<file path="src/rtl/legv8_decode_stage.sv">
// legv8_decode_stage
// Decode/operand stage feeding the 4-bit-opcode ALU. Decodes one LEGv8
// instruction per accepted handshake and reads two operands from a 32x32
// register file that has a write-through bypass. The decoded bundle sits in
// a single-entry pipeline register toward execute. While that entry is
// stalled, write-backs refresh any held register-sourced operand.
//
// Handshake: a transfer happens on a rising edge where valid && ready are
// both high. The producer holds its payload stable while valid && !ready.
// in_ready = !out_valid || out_ready, so a drain and an accept can happen on
// the same edge with no bubble. flush discards the held entry and any
// same-edge accept. reset takes priority over everything else.
module legv8_decode_stage (
    input  logic        clk,
    input  logic        reset,
    input  logic        in_valid,
    input  logic [31:0] in_instr,
    output logic        in_ready,
    input  logic        flush,
    input  logic        wb_en,
    input  logic [4:0]  wb_addr,
    input  logic [31:0] wb_data,
    output logic        out_valid,
    input  logic        out_ready,
    output logic [31:0] out_op_a,
    output logic [31:0] out_op_b,
    output logic [3:0]  out_alu_op,
    output logic [31:0] out_store_data,
    output logic [31:0] out_br_off,
    output logic [4:0]  out_rd,
    output logic        out_reg_write,
    output logic        out_mem_read,
    output logic        out_mem_write,
    output logic        out_branch,
    output logic        out_illegal
);

    // Opcode encodings (instr[31:21], CBZ uses instr[31:24])
    localparam logic [10:0] OPC_ADD  = 11'b10001011000;
    localparam logic [10:0] OPC_SUB  = 11'b11001011000;
    localparam logic [10:0] OPC_AND  = 11'b10001010000;
    localparam logic [10:0] OPC_ORR  = 11'b10101010000;
    localparam logic [10:0] OPC_EOR  = 11'b11001010000;
    localparam logic [10:0] OPC_LDUR = 11'b11111000010;
    localparam logic [10:0] OPC_STUR = 11'b11111000000;
    localparam logic [7:0]  OPC_CBZ  = 8'b10110100;

    localparam logic [3:0]  ALU_ADD  = 4'b0010;
    localparam logic [3:0]  ALU_SUB  = 4'b1010;
    localparam logic [3:0]  ALU_AND  = 4'b0110;
    localparam logic [3:0]  ALU_ORR  = 4'b0100;
    localparam logic [3:0]  ALU_EOR  = 4'b1001;
    localparam logic [3:0]  ALU_PASS = 4'b0111;

    localparam logic [4:0]  XZR      = 5'd31;

    // Register file storage
    logic [31:0] regs [0:31];

    // Instruction fields
    logic [4:0]  f_rm;
    logic [4:0]  f_rn;
    logic [4:0]  f_rt;
    logic [10:0] f_opc;

    // Register read values after X31 and write-through handling
    logic [31:0] rn_val;
    logic [31:0] rm_val;
    logic [31:0] rt_val;

    // Decoded bundle before it enters the pipeline register
    logic [31:0] d_op_a;
    logic [31:0] d_op_b;
    logic [3:0]  d_alu_op;
    logic [31:0] d_store;
    logic [31:0] d_br_off;
    logic [4:0]  d_rd;
    logic        d_reg_write;
    logic        d_mem_read;
    logic        d_mem_write;
    logic        d_branch;
    logic        d_illegal;
    logic [4:0]  d_src_a;
    logic [4:0]  d_src_b;
    logic [4:0]  d_src_s;
    logic        d_a_is_reg;
    logic        d_b_is_reg;
    logic        d_s_is_reg;

    // Source tracking of the held bundle, used for refresh while stalled
    logic [4:0]  h_src_a;
    logic [4:0]  h_src_b;
    logic [4:0]  h_src_s;
    logic        h_a_is_reg;
    logic        h_b_is_reg;
    logic        h_s_is_reg;

    logic        accept;
    logic        stalled;
    logic        wb_live;
    logic        instr_unused;

    assign f_rm  = in_instr[20:16];
    assign f_rn  = in_instr[9:5];
    assign f_rt  = in_instr[4:0];
    assign f_opc = in_instr[31:21];

    // The op2 field of LDUR/STUR is not decoded.
    assign instr_unused = ^in_instr[11:10];

    assign in_ready = !out_valid || out_ready;
    assign accept   = in_valid && in_ready;
    assign stalled  = out_valid && !out_ready;
    assign wb_live  = wb_en && (wb_addr != XZR);

    // Read ports: X31 reads zero; a same-cycle write to the index is forwarded
    always_comb begin
        rn_val = regs[f_rn];
        rm_val = regs[f_rm];
        rt_val = regs[f_rt];
        if (wb_live && (wb_addr == f_rn)) rn_val = wb_data;
        if (wb_live && (wb_addr == f_rm)) rm_val = wb_data;
        if (wb_live && (wb_addr == f_rt)) rt_val = wb_data;
        if (f_rn == XZR) rn_val = '0;
        if (f_rm == XZR) rm_val = '0;
        if (f_rt == XZR) rt_val = '0;
    end

    // Instruction decode into the next bundle
    always_comb begin
        d_op_a      = '0;
        d_op_b      = '0;
        d_alu_op    = 4'b0000;
        d_store     = '0;
        d_br_off    = '0;
        d_rd        = '0;
        d_reg_write = 1'b0;
        d_mem_read  = 1'b0;
        d_mem_write = 1'b0;
        d_branch    = 1'b0;
        d_illegal   = 1'b0;
        d_src_a     = '0;
        d_src_b     = '0;
        d_src_s     = '0;
        d_a_is_reg  = 1'b0;
        d_b_is_reg  = 1'b0;
        d_s_is_reg  = 1'b0;

        if (in_instr[31:24] == OPC_CBZ) begin
            // Compare Rt against zero; offset is the word offset scaled to bytes
            d_alu_op   = ALU_PASS;
            d_op_a     = rt_val;
            d_op_b     = '0;
            d_branch   = 1'b1;
            d_br_off   = {{11{in_instr[23]}}, in_instr[23:5], 2'b00};
            d_rd       = f_rt;
            d_src_a    = f_rt;
            d_a_is_reg = 1'b1;
        end else begin
            case (f_opc)
                OPC_ADD, OPC_SUB, OPC_AND, OPC_ORR, OPC_EOR: begin
                    d_op_a      = rn_val;
                    d_op_b      = rm_val;
                    d_rd        = f_rt;
                    d_reg_write = 1'b1;
                    d_src_a     = f_rn;
                    d_src_b     = f_rm;
                    d_a_is_reg  = 1'b1;
                    d_b_is_reg  = 1'b1;
                    case (f_opc)
                        OPC_SUB: d_alu_op = ALU_SUB;
                        OPC_AND: d_alu_op = ALU_AND;
                        OPC_ORR: d_alu_op = ALU_ORR;
                        OPC_EOR: d_alu_op = ALU_EOR;
                        default: d_alu_op = ALU_ADD;
                    endcase
                end
                OPC_LDUR: begin
                    d_alu_op    = ALU_ADD;
                    d_op_a      = rn_val;
                    d_op_b      = {{23{in_instr[20]}}, in_instr[20:12]};
                    d_rd        = f_rt;
                    d_mem_read  = 1'b1;
                    d_reg_write = 1'b1;
                    d_src_a     = f_rn;
                    d_a_is_reg  = 1'b1;
                end
                OPC_STUR: begin
                    d_alu_op    = ALU_ADD;
                    d_op_a      = rn_val;
                    d_op_b      = {{23{in_instr[20]}}, in_instr[20:12]};
                    d_store     = rt_val;
                    d_rd        = f_rt;
                    d_mem_write = 1'b1;
                    d_src_a     = f_rn;
                    d_src_s     = f_rt;
                    d_a_is_reg  = 1'b1;
                    d_s_is_reg  = 1'b1;
                end
                default: begin
                    d_illegal = 1'b1;
                end
            endcase
        end
    end

    // Register file write port; index 31 is never written
    always_ff @(posedge clk) begin
        if (reset) begin
            for (int i = 0; i < 32; i++) begin
                regs[i] <= '0;
            end
        end else if (wb_live) begin
            regs[wb_addr] <= wb_data;
        end
    end

    // Pipeline register: reset > flush > accept/drain > refresh while stalled
    always_ff @(posedge clk) begin
        if (reset) begin
            out_valid      <= 1'b0;
            out_op_a       <= '0;
            out_op_b       <= '0;
            out_alu_op     <= '0;
            out_store_data <= '0;
            out_br_off     <= '0;
            out_rd         <= '0;
            out_reg_write  <= 1'b0;
            out_mem_read   <= 1'b0;
            out_mem_write  <= 1'b0;
            out_branch     <= 1'b0;
            out_illegal    <= 1'b0;
            h_src_a        <= '0;
            h_src_b        <= '0;
            h_src_s        <= '0;
            h_a_is_reg     <= 1'b0;
            h_b_is_reg     <= 1'b0;
            h_s_is_reg     <= 1'b0;
        end else if (flush) begin
            out_valid <= 1'b0;
        end else if (accept) begin
            out_valid      <= 1'b1;
            out_op_a       <= d_op_a;
            out_op_b       <= d_op_b;
            out_alu_op     <= d_alu_op;
            out_store_data <= d_store;
            out_br_off     <= d_br_off;
            out_rd         <= d_rd;
            out_reg_write  <= d_reg_write;
            out_mem_read   <= d_mem_read;
            out_mem_write  <= d_mem_write;
            out_branch     <= d_branch;
            out_illegal    <= d_illegal;
            h_src_a        <= d_src_a;
            h_src_b        <= d_src_b;
            h_src_s        <= d_src_s;
            h_a_is_reg     <= d_a_is_reg;
            h_b_is_reg     <= d_b_is_reg;
            h_s_is_reg     <= d_s_is_reg;
        end else if (out_ready) begin
            out_valid <= 1'b0;
        end else if (stalled && wb_live) begin
            // A held operand tracks later writes to its source register
            if (h_a_is_reg && (h_src_a == wb_addr)) out_op_a       <= wb_data;
            if (h_b_is_reg && (h_src_b == wb_addr)) out_op_b       <= wb_data;
            if (h_s_is_reg && (h_src_s == wb_addr)) out_store_data <= wb_data;
        end
    end

endmodule

</file>
<file path="config.mk">
export PLATFORM = sky130hd
export DESIGN_NAME = legv8_decode_stage
export DESIGN_NICKNAME = d
export VERILOG_FILES = /design/src/rtl/legv8_decode_stage.sv
export SDC_FILE = /design/constraint.sdc
export NUM_CORES = 2
export LEC_CHECK = 0
export CAP_MARGIN = 20
export CELL_PAD_IN_SITES_DETAIL_PLACEMENT = 0
export CELL_PAD_IN_SITES_GLOBAL_PLACEMENT = 1
export CORE_UTILIZATION = 25
export DETAILED_ROUTE_END_ITERATION = 12
export GPL_TIMING_DRIVEN = 0
export PLACE_DENSITY_LB_ADDON = 0.1
export SYNTH_ARGS = -nofsm -noshare
export SYNTH_HDL_FRONTEND = slang
export SYNTH_SLANG_ARGS = --single-unit
</file>
<file path="constraint.sdc">
create_clock -name clk -period 5.84 [get_ports clk]
set_clock_uncertainty 0.1 [all_clocks]
set_input_delay 1.168 -clock clk [delete_from_list [all_inputs] [get_ports clk]]
set_output_delay 1.168 -clock clk [all_outputs]
set_load 0.005 [all_outputs]
</file>
# Word level (Yosys, flattened, before mapping)
# Memories as Yosys holds them, arrays and structs flattened.
# Index checks and enable logic that the tools add are counted.
dict set report word_totals {
  output_inout_bits 144
  memories 1
  inputBits 75
  word_cells 125
  regBits 160
  ramBits 1024
}
# name words word_bits rd rd_clocked_by_memory_dff write_ports line
set mem_list {}
lappend mem_list {regs 32 32 3 0 32 58} ;# logic [31:0] regs [0:31];
dict set report classes {
  eq_ne 19
  muxes 59
  n_bitwise 1
  reduce_logical 28
}
# cell count
set op_table {}
lappend op_table {{$mux W32} 25}
lappend op_table {{$eq A11 B11 Y1 const B} 7}
lappend op_table {{$pmux W32 S2} 1}
lappend op_table {{$mux W5} 9}
lappend op_table {{$reduce_or A32 Y1} 1}
lappend op_table {{$eq A5 B5 Y1} 6}
lappend op_table {{$mux W1} 21}
lappend op_table {{$pmux W4 S4} 1}
lappend op_table {{$eq A5 B5 Y1 const B} 3}
lappend op_table {{$reduce_and A4 Y1} 3}
lappend op_table {{$logic_and A1 B1 Y1} 10}
lappend op_table {{$reduce_bool A2 Y1} 5}
lappend op_table {{$eq A8 B8 Y1 const B} 1}
lappend op_table {{$pmux W4 S2} 1}
lappend op_table {{$reduce_or A7 Y1} 1}
lappend op_table {{$reduce_or A6 Y1} 1}
lappend op_table {{$ne A5 B5 Y1 const B} 1}
lappend op_table {{$reduce_or A5 Y1} 1}
lappend op_table {{$mux W4} 1}
lappend op_table {{$reduce_or A2 Y1} 2}
lappend op_table {{$logic_not A1 Y1} 2}
lappend op_table {{$ne A2 B1 Y1 const B} 1}
lappend op_table {{$reduce_and A2 Y1} 1}
lappend op_table {{$logic_or A1 B1 Y1} 1}
lappend op_table {{$not A1 Y1} 1}

# Logic depth before layout (Yosys ltp)
dict set report logic_depth {
  word_depth 8
  ltp_mapped 11
}

# Least setup slack after synthesis
# No wires, ideal clock.
dict set report synth_path {
  path_kind {input port to flip-flop}
  from {input port wb_addr[3]}
  to {memory regs[10][0] (enable)}
  setup_time_ps 466
  setup_slack_ps 850
  stages 5
  t_arrival_ps 4424
  path_cell_list {buf_2 -> buf_2 -> or3b_2 -> clkbuf_1 -> o21ai_0}
}
# item line
set synth_rtl {}
lappend synth_rtl {{start: declaration} 21} ;# input logic [4:0] wb_addr,
lappend synth_rtl {{end: declaration} 58}

# Worst setup path after layout
dict set report layout_path {
  from {input port in_instr[1]}
  to {register out_store_data[28]}
}
dict set report layout_between {
  elab_chain_cells 7
  elab_cells_between_ends 9
  cone_classes {eq/ne (2); mux (5); reduce/logical (1); memory (1)}
}
# item line
set layout_rtl {}
lappend layout_rtl {{start: declaration} 17} ;# input logic [31:0] in_instr,
lappend layout_rtl {{parallel branches: the longest is 3 deep, another holds $mem_v2 Z32 W32} --}
lappend layout_rtl {{$mux W32 *} 126} ;# if (f_rt == XZR) rt_val = '0;
lappend layout_rtl {{$mux W32 *} 160} ;# case (f_opc)
lappend layout_rtl {{$mux W32 *} 149} ;# if (in_instr[31:24] == OPC_CBZ) begin
lappend layout_rtl {{$mux W32 *} 241} ;# end else if (accept) begin
lappend layout_rtl {{end signal: assignment} 246} ;# out_store_data <= d_store;
lappend layout_rtl {{end signal: assignment} 266} ;# if (h_s_is_reg && (h_src_s == wb_addr)) out_store_data <= wb_data;
lappend layout_rtl {{end: declaration} 28} ;# output logic [31:0] out_store_data,
# Every way passes the cells marked *.
# A chain may end at the register's enable or synchronous reset.

==> impl_metrics.env <==
export IMPL_status="finished, violations left"
export IMPL_failed_checks="design-rule violations, negative setup slack"
export IMPL_synth_yosys_warnings=0
export IMPL_insertion_delay_ns=0.91
export IMPL_cts_sinks=1171
export IMPL_switching_share=0.3149
export IMPL_finalSetupViolations=1
export IMPL_drc_errors=3
export IMPL_drt_iter0_drc=9179
export IMPL_antenna_found_initial=75
export IMPL_p_comb_frac=0.185
export IMPL_fin_nets=5971
export IMPL_setup_ws_ns=-0.1712
export IMPL_power_internal_w=0.01658
export IMPL_switchingPower_w=0.007623
export IMPL_p_leak_nw=29.47
export IMPL_cts_resized=0
export IMPL_cp_end_kind="flop"
export IMPL_ctsHoldBuffers=0
export IMPL_cts_tree="built"
export IMPL_clockBufferDepth=4
export IMPL_dp_slack_ns=-0.7367
export IMPL_vias=57849
export IMPL_wl_per_cell_um=49.62
export IMPL_largest_register="regs"
export IMPL_async_reset_ff_frac=0
export IMPL_place_congestion=1.029
export IMPL_power_frac_clock=0.406
export IMPL_yosysSeqAreaShare=0.4851
export IMPL_cts_buffers=160
export IMPL_r2r_cells=10
export IMPL_cp_max_fo=10
export IMPL_largest_reg_flops=1024
export IMPL_fmax_mhz=166.4
export IMPL_crit_type="in -> reg"
export IMPL_postCtsSetupBuffers=0
export IMPL_avgSynthCellArea_um2=13.06
export IMPL_htree_levels=4
export IMPL_period_share=1.029
export IMPL_synth_area_leaders="edfxtp_1 44%, mux4_2 18%, and2_1 9.1%"
export IMPL_ys_flop_type="edfxtp_1"
export IMPL_layout_min_cycle_time_ns=6.011
export IMPL_synthToLayoutAreaGrowth_pct=22.23
export IMPL_port_buffers=202
export IMPL_startpoint="in_instr[1]"
export IMPL_clk_pin_slew_ns=0.05
export IMPL_start_util=0.2512
export IMPL_peakVddDrop_mv=0.2269
export IMPL_root_buffer="clkbuf_16"
export IMPL_ys_ff_latch=1171
export IMPL_min_path_type="reg -> reg"
export IMPL_p_per_area_mw_per_mm2=285.1
export IMPL_grt_pass1_wl_um=607000
export IMPL_dpl_hpwl_um=373400
export IMPL_drive_above_1_share=0.2100
export IMPL_vias_per_cell=5.927
export IMPL_overflow=0
export IMPL_slew_violations=0
export IMPL_timing_slew_headroom=0.05395
export IMPL_r2r_end="out_store_data[11]$_SDFFE_PP0P_"
export IMPL_startpoint_type="input pin"
export IMPL_cap_violations=0
export IMPL_die_h_um=529.1
export IMPL_dr_pass1_iters=9
export IMPL_syn_inst=5320
export IMPL_fp_row_count=193
export IMPL_seqPwrFrac=0.410
export IMPL_crit_arrival_ns=6.62
export IMPL_setup_tns_final_ns=-0.1712
export IMPL_yosysTopAreaCell="edfxtp_1"
export IMPL_synth_cell_types=75
export IMPL_grt_max_degree=33
export IMPL_coreArea_mm2=0.2765
export IMPL_crit_required_ns=6.45
export IMPL_fin_util=0.3071
export IMPL_netlist_area_mm2=0.06946
export IMPL_synth_edf_count=1024
export IMPL_ant_nets=0
export IMPL_die_w_um=529.1
export IMPL_grt_pass1_vias=53950
export IMPL_r2r_start="out_valid$_SDFFE_PP0P_"
export IMPL_crit_end="out_store_data[28]$_SDFFE_PP0P_"
export IMPL_grt_total_usage=0.3390
export IMPL_die_area_mm2=0.2799
export IMPL_io_pins=219
export IMPL_hold_viol_final=0
export IMPL_r2r_setup_slack_ns=1.71
export IMPL_synth_top_area_share=0.4427
export IMPL_grt_setup_unrepaired="no"
export IMPL_worstMarginPinSlew_ns=1.419
export IMPL_drt_total_wl_um=484300
==> cells in the mapped netlist (48+ instances only) <==
| library cell | instances |
|---|---|
| edfxtp_1 | 1024 |
| and2_1 | 1006 |
| mux4_2 | 554 |
| mux2i_1 | 503 |
| clkbuf_1 | 378 |
| a22oi_1 | 194 |
| nand2_1 | 177 |
| a21oi_1 | 161 |
| dfxtp_1 | 147 |
| buf_2 | 131 |
| nor2_1 | 127 |
| a211oi_1 | 108 |
| o22ai_1 | 82 |
| a221oi_1 | 79 |
| o221ai_1 | 56 |
| nor3_1 | 54 |
| o21ai_0 | 53 |
| nand3_1 | 50 |
| buf_4 | 48 |
| nor2b_1 | 48 |
==> layout by cell type (no fill, tap or decap), types with 53 or more instances in the layout <==
cell	count
edfxtp_1	1024
nand2_1	177
a22oi_1	194
and2_1	1006
nor2_1	125
buf_4	65
o221ai_1	56
a211oi_1	108
mux4_2	554
mux2i_1	503
dfxtp_1	147
clkbuf_16	163
o22ai_1	82
clkdlybuf4s50_1	200
a221oi_1	79
buf_8	69
clkbuf_1	366
a21oi_1	161
buf_2	141
nor3_1	53
==> worst max-delay path: stages <==
cell             delay (ns)
clkdlybuf4s50_1        0.76
buf_2                  0.32
buf_2                  0.43
buf_2                  0.89
mux4_2                 0.43
a211oi_1               0.97
a21oi_1                0.34
a221oi_1               1.11
nor3_1                 0.10
==> worst min-delay path by stage <==
stage          cells past startpoint                          to  slack [ns]                  startpoint
2_1_floorplan                      2     h_src_b[0]$_SDFFE_PP0P_        0.34     h_src_b[0]$_SDFFE_PP0P_
3_3_place_gp                       2     h_b_is_reg$_SDFFE_PP0P_        0.35     h_b_is_reg$_SDFFE_PP0P_
3_5_place_dp                       2     h_src_b[1]$_SDFFE_PP0P_        0.36     h_src_b[1]$_SDFFE_PP0P_
4_1_cts                            2     h_src_b[1]$_SDFFE_PP0P_        0.37     h_src_b[1]$_SDFFE_PP0P_
5_1_grt                            2     h_src_b[1]$_SDFFE_PP0P_        0.38     h_src_b[1]$_SDFFE_PP0P_
6_report                           2  out_alu_op[3]$_SDFFE_PP0P_        0.36  out_alu_op[3]$_SDFFE_PP0P_
==> stage by stage <==
stage / cell area, um2 / hold WS (ns) / cells / power (W)
floorplan: 69580 / 0.3436 / 5353 / 0.01182
global placement: 76240 / 0.3533 / 9260 / 0.01415
detailed placement: 79740 / 0.3589 / 9426 / 0.01432
CTS: 84660 / 0.3670 / 9711 / 0.02405
global route: 84820 / 0.3813 / 9728 / 0.02451
finish: 84900 / 0.3636 / 9760 / 0.02420
==> cells by family (layout without fill, tap and decap cells) <==
logic type / count (synthesis) / count (layout) / synth area share
compound gates: 867 / 867 / 0.08784
xor+xnor: 30 / 30 / 0.003783
buf+inv: 632 / 1298 / 0.04127
flops: 1171 / 1171 / 0.4851
mux: 1069 / 1069 / 0.2541
other cells: 1 / 70 / 0.00005399
simple gates: 1550 / 1550 / 0.1279
==> power groups by stage <==
stage | clock network (W) | logic (W) | registers, W
finish | 0.00983 | 0.00447 | 0.00991
global route | 0.0101 | 0.00442 | 0.00995
CTS | 0.00989 | 0.00427 | 0.00989
detailed placement | 0 | 0.00425 | 0.0101
global placement | 0 | 0.00401 | 0.0101
floorplan | 0 | 0.00190 | 0.00992
==> per-layer routing <==
layer	wire length (um)	GRT usage
met2	206900	0.5023
met3	53780	0.1137
met4	29300	0.1807
met1	194200	0.4340
met5	178	0.0005195
==> final cells by class <==
| class | count | area, um2 |
|---|---|---|
| antenna | 36 | 90.09 |
| multi-input combinational | 3550 | 33410 |
| buffer | 594 | 2795 |
| clock buffer | 208 | 4320 |
| sequential | 1171 | 33690 |
| tap | 3705 | 4636 |
| timing repair buffer | 381 | 5216 |
| fill | 27852 | 191600 |
| inverter | 38 | 142.6 |
| clock inverter | 77 | 600.6 |
Power figures use the tool's default switching activity.
